### src/rtl/tl_pkg.sv
`default_nettype none
// ============================================================================
//  Module      : tl_pkg
//  Description : Shared types for the traffic light sequencer: phase
//                encoding and the phase-to-lamp decode function.
//  Contents    : tl_state_e  - 2-bit phase encoding (RED=0, GREEN=1,
//                              YELLOW=2, 3 is unreachable in normal use)
//                tl_lamps_t  - {red, yellow, green} lamp bundle
//                lamp_decode - phase -> lamps, anything unknown shows red
//  Revision    : 1.0 - initial release
// ============================================================================
package tl_pkg;

    typedef enum logic [1:0] {
        ST_RED     = 2'd0,
        ST_GREEN   = 2'd1,
        ST_YELLOW  = 2'd2,
        ST_ILLEGAL = 2'd3
    } tl_state_e;

    typedef struct packed {
        logic red;
        logic yellow;
        logic green;
    } tl_lamps_t;

    // Fail-safe decode: an unknown phase lights red, never green.
    function automatic tl_lamps_t lamp_decode(input tl_state_e s);
        tl_lamps_t l;
        l = '{red: 1'b1, yellow: 1'b0, green: 1'b0};
        case (s)
            ST_GREEN:  l = '{red: 1'b0, yellow: 1'b0, green: 1'b1};
            ST_YELLOW: l = '{red: 1'b0, yellow: 1'b1, green: 1'b0};
            default:   l = '{red: 1'b1, yellow: 1'b0, green: 1'b0};
        endcase
        return l;
    endfunction

endpackage
`default_nettype wire

### src/rtl/traffic_light_sequencer_if.sv
`default_nettype none
// ============================================================================
//  Interface   : traffic_light_sequencer_if
//  Description : Control and status bundle of the traffic light sequencer.
//  Signals     : en        run enable (0 freezes divider and phase timer)
//                ped_req   pedestrian request, level or pulse
//                ped_ack   1-cycle pulse when a pending request is served
//                red/yellow/green  lamp drives, exactly one high
//                state     current phase (tl_pkg encoding)
//                remain    ticks left in the current phase, counts N..1
//                sec_tick  1-cycle strobe once per second
//  Modports    : master - controller side (drives en/ped_req)
//                slave  - sequencer side
//  Revision    : 1.0 - initial release
// ============================================================================
interface traffic_light_sequencer_if #(
    parameter int CNT_W = 8
) ();
    logic             en;
    logic             ped_req;
    logic             ped_ack;
    logic             red;
    logic             yellow;
    logic             green;
    logic [1:0]       state;
    logic [CNT_W-1:0] remain;
    logic             sec_tick;

    modport master (
        output en, ped_req,
        input  ped_ack, red, yellow, green, state, remain, sec_tick
    );

    modport slave (
        input  en, ped_req,
        output ped_ack, red, yellow, green, state, remain, sec_tick
    );
endinterface
`default_nettype wire

### src/rtl/traffic_light_sequencer_tick_gen.sv
`default_nettype none
// ============================================================================
//  Module      : tick_gen
//  Description : Enable-pulse divider. Counts 0..TICK_DIV-1 while en=1 and
//                raises tick for the cycle whose closing edge wraps the
//                count, so logic sampling tick on that edge acts exactly
//                once every TICK_DIV enabled cycles. No clock is derived.
//  Ports       : clk    system clock
//                rst_n  synchronous active-low reset (count -> 0)
//                en     1 = count, 0 = hold count, tick forced low
//                tick   combinational strobe from the registered count
//  Revision    : 1.0 - initial release
// ============================================================================
module tick_gen #(
    parameter int TICK_DIV = 100_000_000
) (
    input  wire  clk,
    input  wire  rst_n,
    input  wire  en,
    output logic tick
);
    localparam int W = (TICK_DIV > 1) ? $clog2(TICK_DIV) : 1;
    localparam logic [W-1:0] c_cnt_max = W'(TICK_DIV - 1);

    logic [W-1:0] r_cnt;
    logic         w_wrap;

    generate
        if (TICK_DIV < 2) begin : g_tick_div_check
            $fatal(1, "tick_gen: TICK_DIV must be at least 2");
        end
    endgenerate

    assign w_wrap = en && (r_cnt == c_cnt_max);
    assign tick   = w_wrap;

    always_ff @(posedge clk) begin
        if (!rst_n) begin
            r_cnt <= '0;
        end else if (w_wrap) begin
            r_cnt <= '0;
        end else if (en) begin
            r_cnt <= r_cnt + W'(1);
        end
    end
endmodule
`default_nettype wire

### src/rtl/traffic_light_sequencer.sv
`default_nettype none
// ============================================================================
//  Module      : traffic_light_sequencer
//  Description : Sequences one light RED -> GREEN -> YELLOW -> RED, each
//                phase lasting a parameterised number of 1-second ticks.
//                A latched pedestrian request trims GREEN to at most
//                PED_GREEN ticks and is acknowledged on RED entry.
//  Ports       : clk    system clock, all logic on posedge
//                rst_n  synchronous active-low reset
//                bus    traffic_light_sequencer_if.slave
//                       (en, ped_req in; ped_ack, lamps, state, remain,
//                        sec_tick out)
//  Revision    : 1.0 - initial release
// ============================================================================
module traffic_light_sequencer
    import tl_pkg::*;
#(
    parameter int TICK_DIV  = 100_000_000,
    parameter int RED_T     = 10,
    parameter int GREEN_T   = 8,
    parameter int YELLOW_T  = 2,
    parameter int PED_GREEN = 3,
    parameter int CNT_W     = 8
) (
    input  wire                        clk,
    input  wire                        rst_n,
    traffic_light_sequencer_if.slave   bus
);
    localparam logic [CNT_W-1:0] c_red_t     = CNT_W'(RED_T);
    localparam logic [CNT_W-1:0] c_green_t   = CNT_W'(GREEN_T);
    localparam logic [CNT_W-1:0] c_yellow_t  = CNT_W'(YELLOW_T);
    localparam logic [CNT_W-1:0] c_ped_green = CNT_W'(PED_GREEN);
    localparam logic [CNT_W-1:0] c_one       = CNT_W'(1);
    localparam longint           c_cnt_lim   = (64'd1 << CNT_W) - 64'd1;

    // Every duration must fit in remain without truncation.
    generate
        if ((RED_T > c_cnt_lim) || (GREEN_T > c_cnt_lim) ||
            (YELLOW_T > c_cnt_lim) || (PED_GREEN > c_cnt_lim)) begin : g_cnt_w_check
            $fatal(1, "traffic_light_sequencer: CNT_W too small for a duration");
        end
        if ((RED_T < 1) || (GREEN_T < 1) || (YELLOW_T < 1) || (PED_GREEN < 1)) begin : g_dur_check
            $fatal(1, "traffic_light_sequencer: durations must be at least 1");
        end
    endgenerate

    // ------------------------------------------------------------------
    // Tick source
    // ------------------------------------------------------------------
    logic w_tick;

    tick_gen #(
        .TICK_DIV (TICK_DIV)
    ) u_tick_gen (
        .clk   (clk),
        .rst_n (rst_n),
        .en    (bus.en),
        .tick  (w_tick)
    );

    // ------------------------------------------------------------------
    // State
    // ------------------------------------------------------------------
    tl_state_e        r_state;
    logic [CNT_W-1:0] r_remain;
    logic             r_ped_pending;
    logic             r_ped_ack;
    logic             r_sec_tick;
    tl_lamps_t        r_lamps;

    tl_state_e        w_state_nxt;
    logic [CNT_W-1:0] w_remain_nxt;
    logic             w_pending_nxt;
    logic             w_ack_nxt;
    logic             w_enter_red;

    always_ff @(posedge clk) begin
        if (!rst_n) begin
            r_state       <= ST_RED;
            r_remain      <= c_red_t;
            r_ped_pending <= 1'b0;
            r_ped_ack     <= 1'b0;
            r_sec_tick    <= 1'b0;
            r_lamps       <= lamp_decode(ST_RED);
        end else begin
            r_state       <= w_state_nxt;
            r_remain      <= w_remain_nxt;
            r_ped_pending <= w_pending_nxt;
            r_ped_ack     <= w_ack_nxt;
            r_sec_tick    <= w_tick;
            // Lamps decoded from the next phase so they change on the same
            // edge as state while still coming straight from flops.
            r_lamps       <= lamp_decode(w_state_nxt);
        end
    end

    always_comb begin
        w_state_nxt   = r_state;
        w_remain_nxt  = r_remain;
        w_pending_nxt = r_ped_pending;
        w_ack_nxt     = 1'b0;
        w_enter_red   = 1'b0;

        // Phase timer
        if (r_state == ST_ILLEGAL) begin
            // Recover immediately, independent of en and the tick.
            w_state_nxt  = ST_RED;
            w_remain_nxt = c_red_t;
        end else if (w_tick) begin
            if (r_remain > c_one) begin
                // Pedestrian trim takes the place of the normal decrement.
                if ((r_state == ST_GREEN) && r_ped_pending && (r_remain > c_ped_green)) begin
                    w_remain_nxt = c_ped_green;
                end else begin
                    w_remain_nxt = r_remain - c_one;
                end
            end else begin
                case (r_state)
                    ST_RED: begin
                        w_state_nxt  = ST_GREEN;
                        w_remain_nxt = c_green_t;
                    end
                    ST_GREEN: begin
                        w_state_nxt  = ST_YELLOW;
                        w_remain_nxt = c_yellow_t;
                    end
                    ST_YELLOW: begin
                        w_state_nxt  = ST_RED;
                        w_remain_nxt = c_red_t;
                        w_enter_red  = 1'b1;
                    end
                    default: begin
                        w_state_nxt  = ST_RED;
                        w_remain_nxt = c_red_t;
                    end
                endcase
            end
        end

        // Pedestrian latch. Recovery from the illegal code is not a served
        // crossing, so any request is dropped silently there.
        if (r_state == ST_ILLEGAL) begin
            w_pending_nxt = 1'b0;
        end else if (w_enter_red && r_ped_pending) begin
            w_ack_nxt     = 1'b1;
            w_pending_nxt = 1'b0;
        end else if (bus.ped_req && (r_state != ST_RED)) begin
            w_pending_nxt = 1'b1;
        end
    end

    // ------------------------------------------------------------------
    // Outputs
    // ------------------------------------------------------------------
    assign bus.state    = r_state;
    assign bus.remain   = r_remain;
    assign bus.ped_ack  = r_ped_ack;
    assign bus.sec_tick = r_sec_tick;
    assign bus.red      = r_lamps.red;
    assign bus.yellow   = r_lamps.yellow;
    assign bus.green    = r_lamps.green;
endmodule
`default_nettype wire

### src/flat_wrapper.sv
// flat-port wrapper written by rule: the top's interface ports become plain ports
module traffic_light_sequencer_flat import tl_pkg::*;
#(
    parameter int TICK_DIV  = 100_000_000,
    parameter int RED_T     = 10,
    parameter int GREEN_T   = 8,
    parameter int YELLOW_T  = 2,
    parameter int PED_GREEN = 3,
    parameter int CNT_W     = 8
)
  (clk, rst_n, bus_en, bus_ped_req, bus_ped_ack, bus_red, bus_yellow, bus_green, bus_state, bus_remain, bus_sec_tick);
  traffic_light_sequencer_if #(.CNT_W(CNT_W)) bus_i ();
  input  wire clk;
  input  wire rst_n;
  input wire logic [$bits(bus_i.en)-1:0] bus_en;
  input wire logic [$bits(bus_i.ped_req)-1:0] bus_ped_req;
  output wire logic [$bits(bus_i.ped_ack)-1:0] bus_ped_ack;
  output wire logic [$bits(bus_i.red)-1:0] bus_red;
  output wire logic [$bits(bus_i.yellow)-1:0] bus_yellow;
  output wire logic [$bits(bus_i.green)-1:0] bus_green;
  output wire logic [$bits(bus_i.state)-1:0] bus_state;
  output wire logic [$bits(bus_i.remain)-1:0] bus_remain;
  output wire logic [$bits(bus_i.sec_tick)-1:0] bus_sec_tick;
  assign bus_i.en = bus_en;
  assign bus_i.ped_req = bus_ped_req;
  assign bus_ped_ack = bus_i.ped_ack;
  assign bus_red = bus_i.red;
  assign bus_yellow = bus_i.yellow;
  assign bus_green = bus_i.green;
  assign bus_state = bus_i.state;
  assign bus_remain = bus_i.remain;
  assign bus_sec_tick = bus_i.sec_tick;
  traffic_light_sequencer #(.TICK_DIV(TICK_DIV), .RED_T(RED_T), .GREEN_T(GREEN_T), .YELLOW_T(YELLOW_T), .PED_GREEN(PED_GREEN), .CNT_W(CNT_W)) u_core (.clk(clk), .rst_n(rst_n), .bus(bus_i));
endmodule
### config.mk
export PLATFORM = sky130hd
export DESIGN_NAME = traffic_light_sequencer_flat
export DESIGN_NICKNAME = d
export VERILOG_FILES = /design/src/rtl/tl_pkg.sv /design/src/rtl/traffic_light_sequencer_if.sv /design/src/rtl/traffic_light_sequencer_tick_gen.sv /design/src/rtl/traffic_light_sequencer.sv /design/src/flat_wrapper.sv
export SDC_FILE = /design/constraint.sdc
export NUM_CORES = 1
export LEC_CHECK = 0
export CORE_UTILIZATION = 40
export CTS_CLUSTER_SIZE = 10
export DETAILED_ROUTE_END_ITERATION = 8
export MAX_ROUTING_LAYER = met4
export PLACE_DENSITY = 0.6
export SLEW_MARGIN = 40
export SYNTH_ARGS = -nofsm -noshare
export SYNTH_HDL_FRONTEND = slang
export SYNTH_SLANG_ARGS = --single-unit
### constraint.sdc
create_clock -name clk -period 3.89 [get_ports clk]
set_clock_uncertainty 0.2 [all_clocks]
set_input_delay 0.778 -clock clk [delete_from_list [all_inputs] [get_ports clk]]
set_output_delay 0.778 -clock clk [all_outputs]
set_load 0.05 [all_outputs]
==> results of run 1 <==
## routing by layer
layer	vias up	share of wire [%]	global-route usage [%]
li1	888	-	-
met1	747	52	22.0
met2	25	43	24.5
met3	5	3.5	4.94
met4	0	1.6	7.05
met5	-	0	-
## worst min path at each step
stage                                                       start                                       to  depth (start not counted)
after floorplan           u_core.u_tick_gen.r_cnt[3]$_SDFFE_PP0P_  u_core.u_tick_gen.r_cnt[3]$_SDFFE_PP0P_                          2
after global placement    u_core.u_tick_gen.r_cnt[3]$_SDFFE_PP0P_  u_core.u_tick_gen.r_cnt[3]$_SDFFE_PP0P_                          2
after detailed placement  u_core.u_tick_gen.r_cnt[3]$_SDFFE_PP0P_  u_core.u_tick_gen.r_cnt[3]$_SDFFE_PP0P_                          2
after CTS                 u_core.u_tick_gen.r_cnt[3]$_SDFFE_PP0P_  u_core.u_tick_gen.r_cnt[3]$_SDFFE_PP0P_                          2
after global routing      u_core.u_tick_gen.r_cnt[3]$_SDFFE_PP0P_  u_core.u_tick_gen.r_cnt[3]$_SDFFE_PP0P_                          2
final                     u_core.u_tick_gen.r_cnt[3]$_SDFFE_PP0P_  u_core.u_tick_gen.r_cnt[3]$_SDFFE_PP0P_                          2
## placed cells by master, fill, tap and decap left out, drive strengths merged, types with 2 or more instances in the layout
cell           Yosys  layout
a211oi             3       3
a21oi              7       7
and2               6       6
and3               3       3
and4               5       5
buf                5       2
clkbuf             3       8
clkdlybuf4s50      0      18
dfxtp             43      43
ha                 5       5
inv                9       9
nand2             23      23
nand2b             2       2
nand3              9       9
nand4             11      11
nor2              40      40
nor3              12      12
nor4              10      10
o211ai             2       2
o21ai              6       6
xnor2             20      20
xor2               6       6
## through the flow
stage                     power, mW  cells  setup slack (ns)  hold slack, ns  utilization (%)
after floorplan               0.465    244              1.04           0.254                -
after CTS                     0.783    331             0.687           0.296             49.5
after global routing          0.804    331             0.574           0.341             49.5
final                         0.768    331             0.695           0.295             49.5
after detailed placement      0.473    323             0.367           0.285             47.4
after global placement        0.473    323             0.412           0.278             47.4
## synthesized netlist by cell type (all sizes together), types with 2 or more instances
master	number
a211oi	3
a21oi	7
and2	6
and3	3
and4	5
buf	5
clkbuf	3
dfxtp	43
ha	5
inv	9
nand2	23
nand2b	2
nand3	9
nand4	11
nor2	40
nor3	12
nor4	10
o211ai	2
o21ai	6
xnor2	20
xor2	6
## cell families after synthesis
family                     Yosys count  synth area share (%)
and+or+nand+nor                    128                  32.4
DFF                                 43                  41.8
xor gates and xnor gates            26                  11.1
AOI/OAI and AO/OA                   24                  7.66
muxes                                1                 0.486
adders and majority gates            5                  3.04
buffers and inverters               17                  3.53
## flip-flops by register name, indices dropped and copies added (netlist names)
register,count
u_core.bus.ped_ack,1
u_core.bus.sec_tick,1
u_core.bus.state,2
u_core.r_ped_pending,1
u_core.u_tick_gen.r_cnt,27
u_core.bus.yellow,1
u_core.bus.red,1
u_core.bus.remain,8
u_core.bus.green,1
## critical path, cell delays in order
cell             delay [ns]
clkdlybuf4s50_1        0.58
and4_1                 0.39
nand2_4                0.11
or3_1                  0.51
o32a_1                 0.42
inv_2                  0.06
ha_1                   0.21
nand2b_1               0.13
## power breakdown
part / internal (mW) / switching, mW
registers: 0.442 / 0.00219
logic: 0.00708 / 0.0107
clock network: 0.162 / 0.144
total: 0.611 / 0.157
## cell type report
cell class              instances  area [µm²]
repair buffers                 20         195
flip-flops and latches         43         861
inverters                       9        33.8
fillers                       496        2450
well taps                      67        83.8
clock buffers                   8         100
multi-input cells             184        1120
==> flow_summary.toml, run 1 <==
[status]
status = "complete, no violations"

[final_layout]
area_delta_synth_final_pct = 16.5
fin_nets = 272
design_area_um2 = 2400
diodes = 0
drive_above_1_share_pct = 4.92

[global_route]
antenna_found_initial = 0
grt_max_degree = 28
grtUsageTotal_pct = 16.9
grt_pass1_vias = 1448
grt-ovfl-total = 0
grt_pass1_wl_um = 6730

[power_and_ir_drop]
power_density_nw_per_um2 = 320
peakVddDrop_uv = 185
leakage_nw = 0.811

[logic_synthesis]
synth_nets = 253
ys_ff_latch = 43
yosysSeqAreaShare_pct = 41.8
synth_top_area_share_pct = 41.8
synth_top_cell_by_area = "dfxtp_1"
synthCells = 244
syn_area_um2 = 2060
synthArstFlopShare_pct = 0
synthTopCellsByArea = "dfxtp_1, xnor2_1, nor2_1"
avgSynthCellArea_um2 = 8.44
ys_types = 39
synth-edff-count = 0
synth_ff_type = "dfxtp_1"
synth_warnings = 0

[critical_path]
crit_arrival_ns = 3.18
regToRegSetupSlack_ns = 1.21
reg2reg_from = "u_core.bus.remain[0]$_SDFFE_PP0N_"
endpoint_kind = "register"
r2r_end = "u_core.bus.red$_SDFF_PN1_"
cp_max_fo = 10
r2r_cells = 8
endpoint = "u_core.bus.red$_SDFF_PN1_"
worstSetupPathType = "input pin to register"
crit_required_ns = 3.87
crit_start = "bus_en"
start_kind = "input pin"

[detailed_routing]
ant_nets = 0
wl_per_cell_um = 11.9
drcViolationCount = 0
drtIter0Drc = 125
via_count = 1665
drtPass1Iterations = 4
viasPerCell = 5.03
routed_wl_um = 3960

[clocking]
h-tree-depth = 2
cts_buffers = 5
postCtsSetupBuffers = 0
clk_pin_slew_worst_paths_ns = 0.07
ctsResizeCount = 0
cts_buffer_depth = 2
clk_latency_ns = 0.30
ctsHoldBuffers = 0
cts_tree = "yes"
root_buffer = "clkbuf_8"
cts.sinks = 43

[timing]
hold_viol = 0
fin_crit_ns = 3.20
tightest_slew_ns = 0.614
slew_violations = 0
fmax_mhz = 313
fin_setup_tns_ns = 0
grt_setup_unrepaired = "no"
max-slew-margin-rel_pct = 58.8
fin_crit_sh_pct = 82.1
setup_viol = 0

[placed_design]
placed_area_um2 = 2300
gp_congestion = 0.834
port_buffers = 18
dp_hpwl_um = 2690

[floorplan]
initial_core_util_pct = 42.5
die_y_um = 73.7
die_x_um = 73.7
die-area_um2 = 5440
coreArea_um2 = 4850
pin_count = 19
rows = 25

[hold_path]
hold_class = "register to register"

[job]
drv_cap = 0
No activity file was read; power rests on OpenSTA's default activity.
==> run 2: changes to the inputs <==
==> constraint.sdc (replaced) <==
create_clock -name clk -period 3.3 [get_ports clk]
set_clock_uncertainty 0.2 [all_clocks]
set_input_delay 0.66 -clock clk [delete_from_list [all_inputs] [get_ports clk]]
set_output_delay 0.66 -clock clk [all_outputs]
set_load 0.05 [all_outputs]
==> run 2 against run 1 <==
  * Routed wire length up 1.4%
  * Setup slack worse by 0.017 ns
  * Final cell count up 0.91%
  * Count of clock-buffer cells in the layout down 2
  * Combinational power up 25%
  * Non-clock buffer count up 4
  * Highest routed layer unchanged
  * Critical endpoint unchanged
  * Sequential share of layout area down 0.26 points
  * Critical path depth unchanged
  * Final area up 0.73%
==> flow_summary.toml, run 2 (synthesis gave the netlist of run 1 again) <==
[final_layout]
drive_above_1_share_pct = 6.37
final_common_cell = "dfxtp_1"
largest_register = "u_core.u_tick_gen.r_cnt"
design_area_um2 = 2420
diodes = 0
fin_nets = 276
fillerInstances = 480
mostFrequentLayoutCells = "dfxtp_1, nor2_1, nand2_1"
largest_reg_flops = 27
area_delta_synth_final_pct = 17.4

[hold_path]
hold_class = "register to register"
hold_start = "u_core.u_tick_gen.r_cnt[3]$_SDFFE_PP0P_"
hold_depth = 2
whs_endpoint = "u_core.u_tick_gen.r_cnt[3]$_SDFFE_PP0P_"

[clocking]
postCtsSetupBuffers = 0
h-tree-depth = 2
clk_pin_slew_worst_paths_ns = 0.09
root_buffer = "clkbuf_8"
ctsResizeCount = 0
cts.sinks = 43
cts_tree = "yes"
ctsHoldBuffers = 0
cts_buffers = 5
clk_latency_ns = 0.30
cts_buffer_depth = 2

[timing]
fmax_mhz = 381
tightest_slew_ns = 0.616
setup_viol = 0
grt_setup_unrepaired = "no"
fin_crit_ns = 2.62
hold_viol = 0
fin_setup_tns_ns = 0
slew_violations = 0
fin_crit_sh_pct = 79.5
max-slew-margin-rel_pct = 58.8

[power_and_ir_drop]
pwr-share-comb_pct = 2.5
swShare_pct = 21.6
power_mw = 0.886
p_clk_share_pct = 38.4
leakage_nw = 0.825
peakVddDrop_uv = 224
intPower_mw = 0.695
p_sw_mw = 0.191
seq_power_share_pct = 59.1
power_density_nw_per_um2 = 367

[floorplan]
rows = 25
pin_count = 19
die-area_um2 = 5440
die_x_um = 73.7
die_y_um = 73.7
initial_core_util_pct = 42.5
coreArea_um2 = 4850

[detailed_routing]
viasPerCell = 5.25
drcViolationCount = 0
via_count = 1753
routed_wl_um = 4010
wl_per_cell_um = 12.0
drtIter0Drc = 66
ant_nets = 0
drtPass1Iterations = 4

[global_route]
grt_pass1_vias = 1585
grt_pass1_wl_um = 6840
grt_max_degree = 28
antenna_found_initial = 0
grtUsageTotal_pct = 17.0
grt-ovfl-total = 0

[placed_design]
gp_congestion = 0.839
dp_hpwl_um = 2780
port_buffers = 18
placed_area_um2 = 2330

[critical_path]
path_delay_family = "simple AND/OR/NAND/NOR gates"
start_kind = "register"
worst_path_max_delay_cell = "dfxtp_1"
reg2reg_from = "u_core.bus.remain[2]$_SDFFE_PP0N_"
r2r_cells = 8
critPathMaxStageDelay_ns = 0.41
regToRegSetupSlack_ns = 0.68
worstSetupPathType = "register to register"
cp_cell_sequence = "nor4_4 > o211ai_1 > buf_4 > nor4_1 > xnor2_1 > or2_2 > ha_1 > nand2b_1"
cp_max_fo = 8
crit_required_ns = 3.28
r2r_end = "u_core.bus.red$_SDFF_PN1_"
crit_arrival_ns = 2.61
endpoint_kind = "register"
cp_num_buf_inv = 1

[status]
status = "complete, no violations"

[job]
drv_cap = 0
==> run 2: area by class of cell <==
cell class                 count  area (µm²)  share of cell area, %
sequential                    43         861                   35.6
timing repair buffer          24         225                   9.32
inverter                       9        33.8                   1.40
clock inverter                 1        5.00                  0.207
clock buffer                   6        82.6                   3.42
tap                           67        83.8                   3.47
multi-input combinational    184        1120                   46.6
==> run 2: worst register-to-register path: cells and delay by family (launching register included) <==
family                   cells  cell delay (ns)
AND/OR/NAND/NOR              4             1.15
flip-flops                   1             0.41
adder cells (fa/ha/maj)      1             0.28
buffers and inverters        1             0.18
AO/OA/AOI/OAI                1             0.15
XOR/XNOR                     1             0.14
==> run 2: stage by stage <==
stage	worst slack [ns]	hold WS (ns)	util, %	std cells
finish	0.678	0.301	49.8	334
detailed placement	0.370	0.287	48.0	327
floorplan	0.446	0.254	-	244
CTS	0.671	0.298	49.8	334
global route	0.521	0.329	49.8	334
global placement	0.379	0.277	48.0	327
==> run 2: per-layer routing <==
layer / vias up / wire [µm] / global-route usage, %
met5: - / 0 / -
met4: 0 / 85 / 9.62
met3: 8 / 111 / 3.43
met2: 29 / 1750 / 25.5
met1: 818 / 2060 / 21.2
li1: 898 / - / -
==> run 2: power groups by stage <==
stage               sequential, mW  clock [mW]  combinational, mW
global placement             0.536           0             0.0221
detailed placement           0.536           0             0.0228
floorplan                    0.535           0             0.0130
global route                 0.524       0.375             0.0244
CTS                          0.524       0.354             0.0229
finish                       0.524       0.340             0.0221
==> run 2: how the worst max path moves through the flow <==
stage | from | endpoint | slack [ns] | cells past startpoint
finish | u_core.bus.remain[2]$_SDFFE_PP0N_ | u_core.bus.red$_SDFF_PN1_ | 0.68 | 8
global route | u_core.bus.remain[0]$_SDFFE_PP0N_ | u_core.bus.red$_SDFF_PN1_ | 0.52 | 9
CTS | u_core.bus.remain[2]$_SDFFE_PP0N_ | u_core.bus.red$_SDFF_PN1_ | 0.67 | 8
detailed placement | bus_en | u_core.bus.red$_SDFF_PN1_ | 0.37 | 8
global placement | bus_en | u_core.bus.red$_SDFF_PN1_ | 0.38 | 8
floorplan | u_core.bus.remain[0]$_SDFFE_PP0N_ | u_core.bus.red$_SDFF_PN1_ | 0.45 | 9
==> run 3: changes to the inputs <==
==> constraint.sdc (replaced) <==
create_clock -name clk -period 2.65 [get_ports clk]
set_clock_uncertainty 0.2 [all_clocks]
set_input_delay 0.53 -clock clk [delete_from_list [all_inputs] [get_ports clk]]
set_output_delay 0.53 -clock clk [all_outputs]
set_load 0.05 [all_outputs]
==> run 3 against run 2 <==
  * Register-to-register slack lost 0.45 ns
  * Largest cell class unchanged
  * Routed wire length grew 1.0%
  * Final cell count grew 3.3%
  * Hold slack worse by 0.0092 ns
  * Combinational power increased by 36%
  * Via count fell by 0.11%
  * Sequential cell count unchanged
  * Highest routed layer unchanged
  * Largest power group unchanged
  * Setup slack worse by 0.53 ns
==> flow_summary.toml, run 3 (synthesis gave the netlist of run 1 again) <==
[final_layout]
final_common_cell = "dfxtp_1"
seq_area_um2 = 863
fin_util_pct = 51.9
largest_register = "u_core.u_tick_gen.r_cnt"
drive_above_1_share_pct = 10.4
fillerInstances = 469
mostFrequentLayoutCells = "dfxtp_1, nor2_1, nand2_1"
final_cells = 345
fin_nets = 286
diodes = 0
largest_reg_flops = 27
multi_input_area_um2 = 1120
area_delta_synth_final_pct = 22.4

[placed_design]
port_buffers = 18
dp_cells = 337
dp_hpwl_um = 2910
gp_congestion = 0.823
dp_slack_ns = -0.178

[clocking]
cts_tree = "yes"
cts_buffer_depth = 2
cts_buffers = 5
root_buffer = "clkbuf_8"
postCtsSetupBuffers = 0
clk_latency_ns = 0.29
clk_pin_slew_worst_paths_ns = 0.07
ctsResizeCount = 0
h-tree-depth = 2
cts.sinks = 43
ctsHoldBuffers = 0

[critical_path]
endpoint_kind = "register"
crit_required_ns = 2.63
crit_arrival_ns = 2.48
r2r_cells = 7
worstSetupPathType = "input pin to register"
cp_max_fo = 4
start_kind = "input pin"

[timing]
hold_viol = 0
setup_ws_ns = 0.147
fmax_mhz = 399
max-slew-margin-rel_pct = 66.9
holdWs_ns = 0.292
setup_viol = 0
fin_crit_sh_pct = 94.5
grt_setup_unrepaired = "no"
slew_violations = 0
fin_crit_ns = 2.50
tightest_slew_ns = 0.496

[floorplan]
coreArea_um2 = 4850
die-area_um2 = 5440
initial_core_util_pct = 42.5
rows = 25
die_y_um = 73.7
pin_count = 19
die_x_um = 73.7

[detailed_routing]
drtIter0Drc = 75
viasPerCell = 5.08
drtPass1Iterations = 4
via_count = 1751
wl_per_cell_um = 11.7
routed_wl_um = 4050
ant_nets = 0
drcViolationCount = 0

[status]
status = "complete, no violations"

[global_route]
grt-ovfl-total = 0
grt_max_degree = 28
grtUsageTotal_pct = 17.4
grt_pass1_wl_um = 7140
antenna_found_initial = 0
grt_pass1_vias = 1620

[power_and_ir_drop]
leakage_nw = 0.883
peakVddDrop_uv = 392
power_mw = 1.13
power_density_nw_per_um2 = 448

[job]
drv_cap = 0

[hold_path]
hold_class = "register to register"
hold_depth = 2
run 3: cell count changes in the layout (fill, tap and decap cells not counted):
cell      change
clkbuf_1      +1
buf_12        +1
clkbuf_8      +1
dfxtp_1       -2
buf_4         +9
dfxtp_2       +2
clkinv_2      -1
run 3: cell type report:
type	count	share of cell area, %
Clock buffer	8	3.97
Inverter	9	1.34
Multi-Input combinational cell	184	44.7
Sequential cell	43	34.3
Tap cell	67	3.33
Timing Repair Buffer	34	12.4
run 3: through the flow:
stage	area (µm²)	setup TNS, ns
after floorplan	2060	0
after global placement	2420	-0.295
after detailed placement	2420	-0.342
after CTS	2520	0
after global routing	2520	0
final	2520	0
run 3: final timing paths:
path / startpoint / to / slack, ns
worst min register to register: u_core.u_tick_gen.r_cnt[3]$_SDFFE_PP0P_ / u_core.u_tick_gen.r_cnt[3]$_SDFFE_PP0P_ / 0.29
worst max-delay path: bus_en / u_core.bus.red$_SDFF_PN1_ / 0.15
worst min-delay path: u_core.u_tick_gen.r_cnt[3]$_SDFFE_PP0P_ / u_core.u_tick_gen.r_cnt[3]$_SDFFE_PP0P_ / 0.29
worst max register to register: u_core.bus.remain[3]$_SDFFE_PP1N_ / u_core.bus.red$_SDFF_PN1_ / 0.23
run 3: worst max-delay path, cell delays in order:
cell and delay (ns):
clkdlybuf4s50_1 0.47, and4_1 0.25, nand2_4 0.08, or3_1 0.38
o32a_1 0.37, inv_2 0.06, ha_1 0.21, nand2b_1 0.13
run 3: layer usage:
layer | GRT usage (%) | up-vias | part of all wire (%) | routed length (µm)
met1 | 21.5 | 789 | 49 | 1980
met4 | 5.77 | 0 | 1.5 | 59
met2 | 28.2 | 33 | 46 | 1860
met5 | - | - | 0 | 0
li1 | - | 922 | - | -
met3 | 3.70 | 7 | 3.6 | 146
run 3: power breakdown:
group	switching, mW	total (mW)	internal [mW]	leakage [nW]
clock network	0.208	0.445	0.238	0.0515
logic	0.0165	0.0300	0.0135	0.485
registers	0.00354	0.652	0.649	0.347
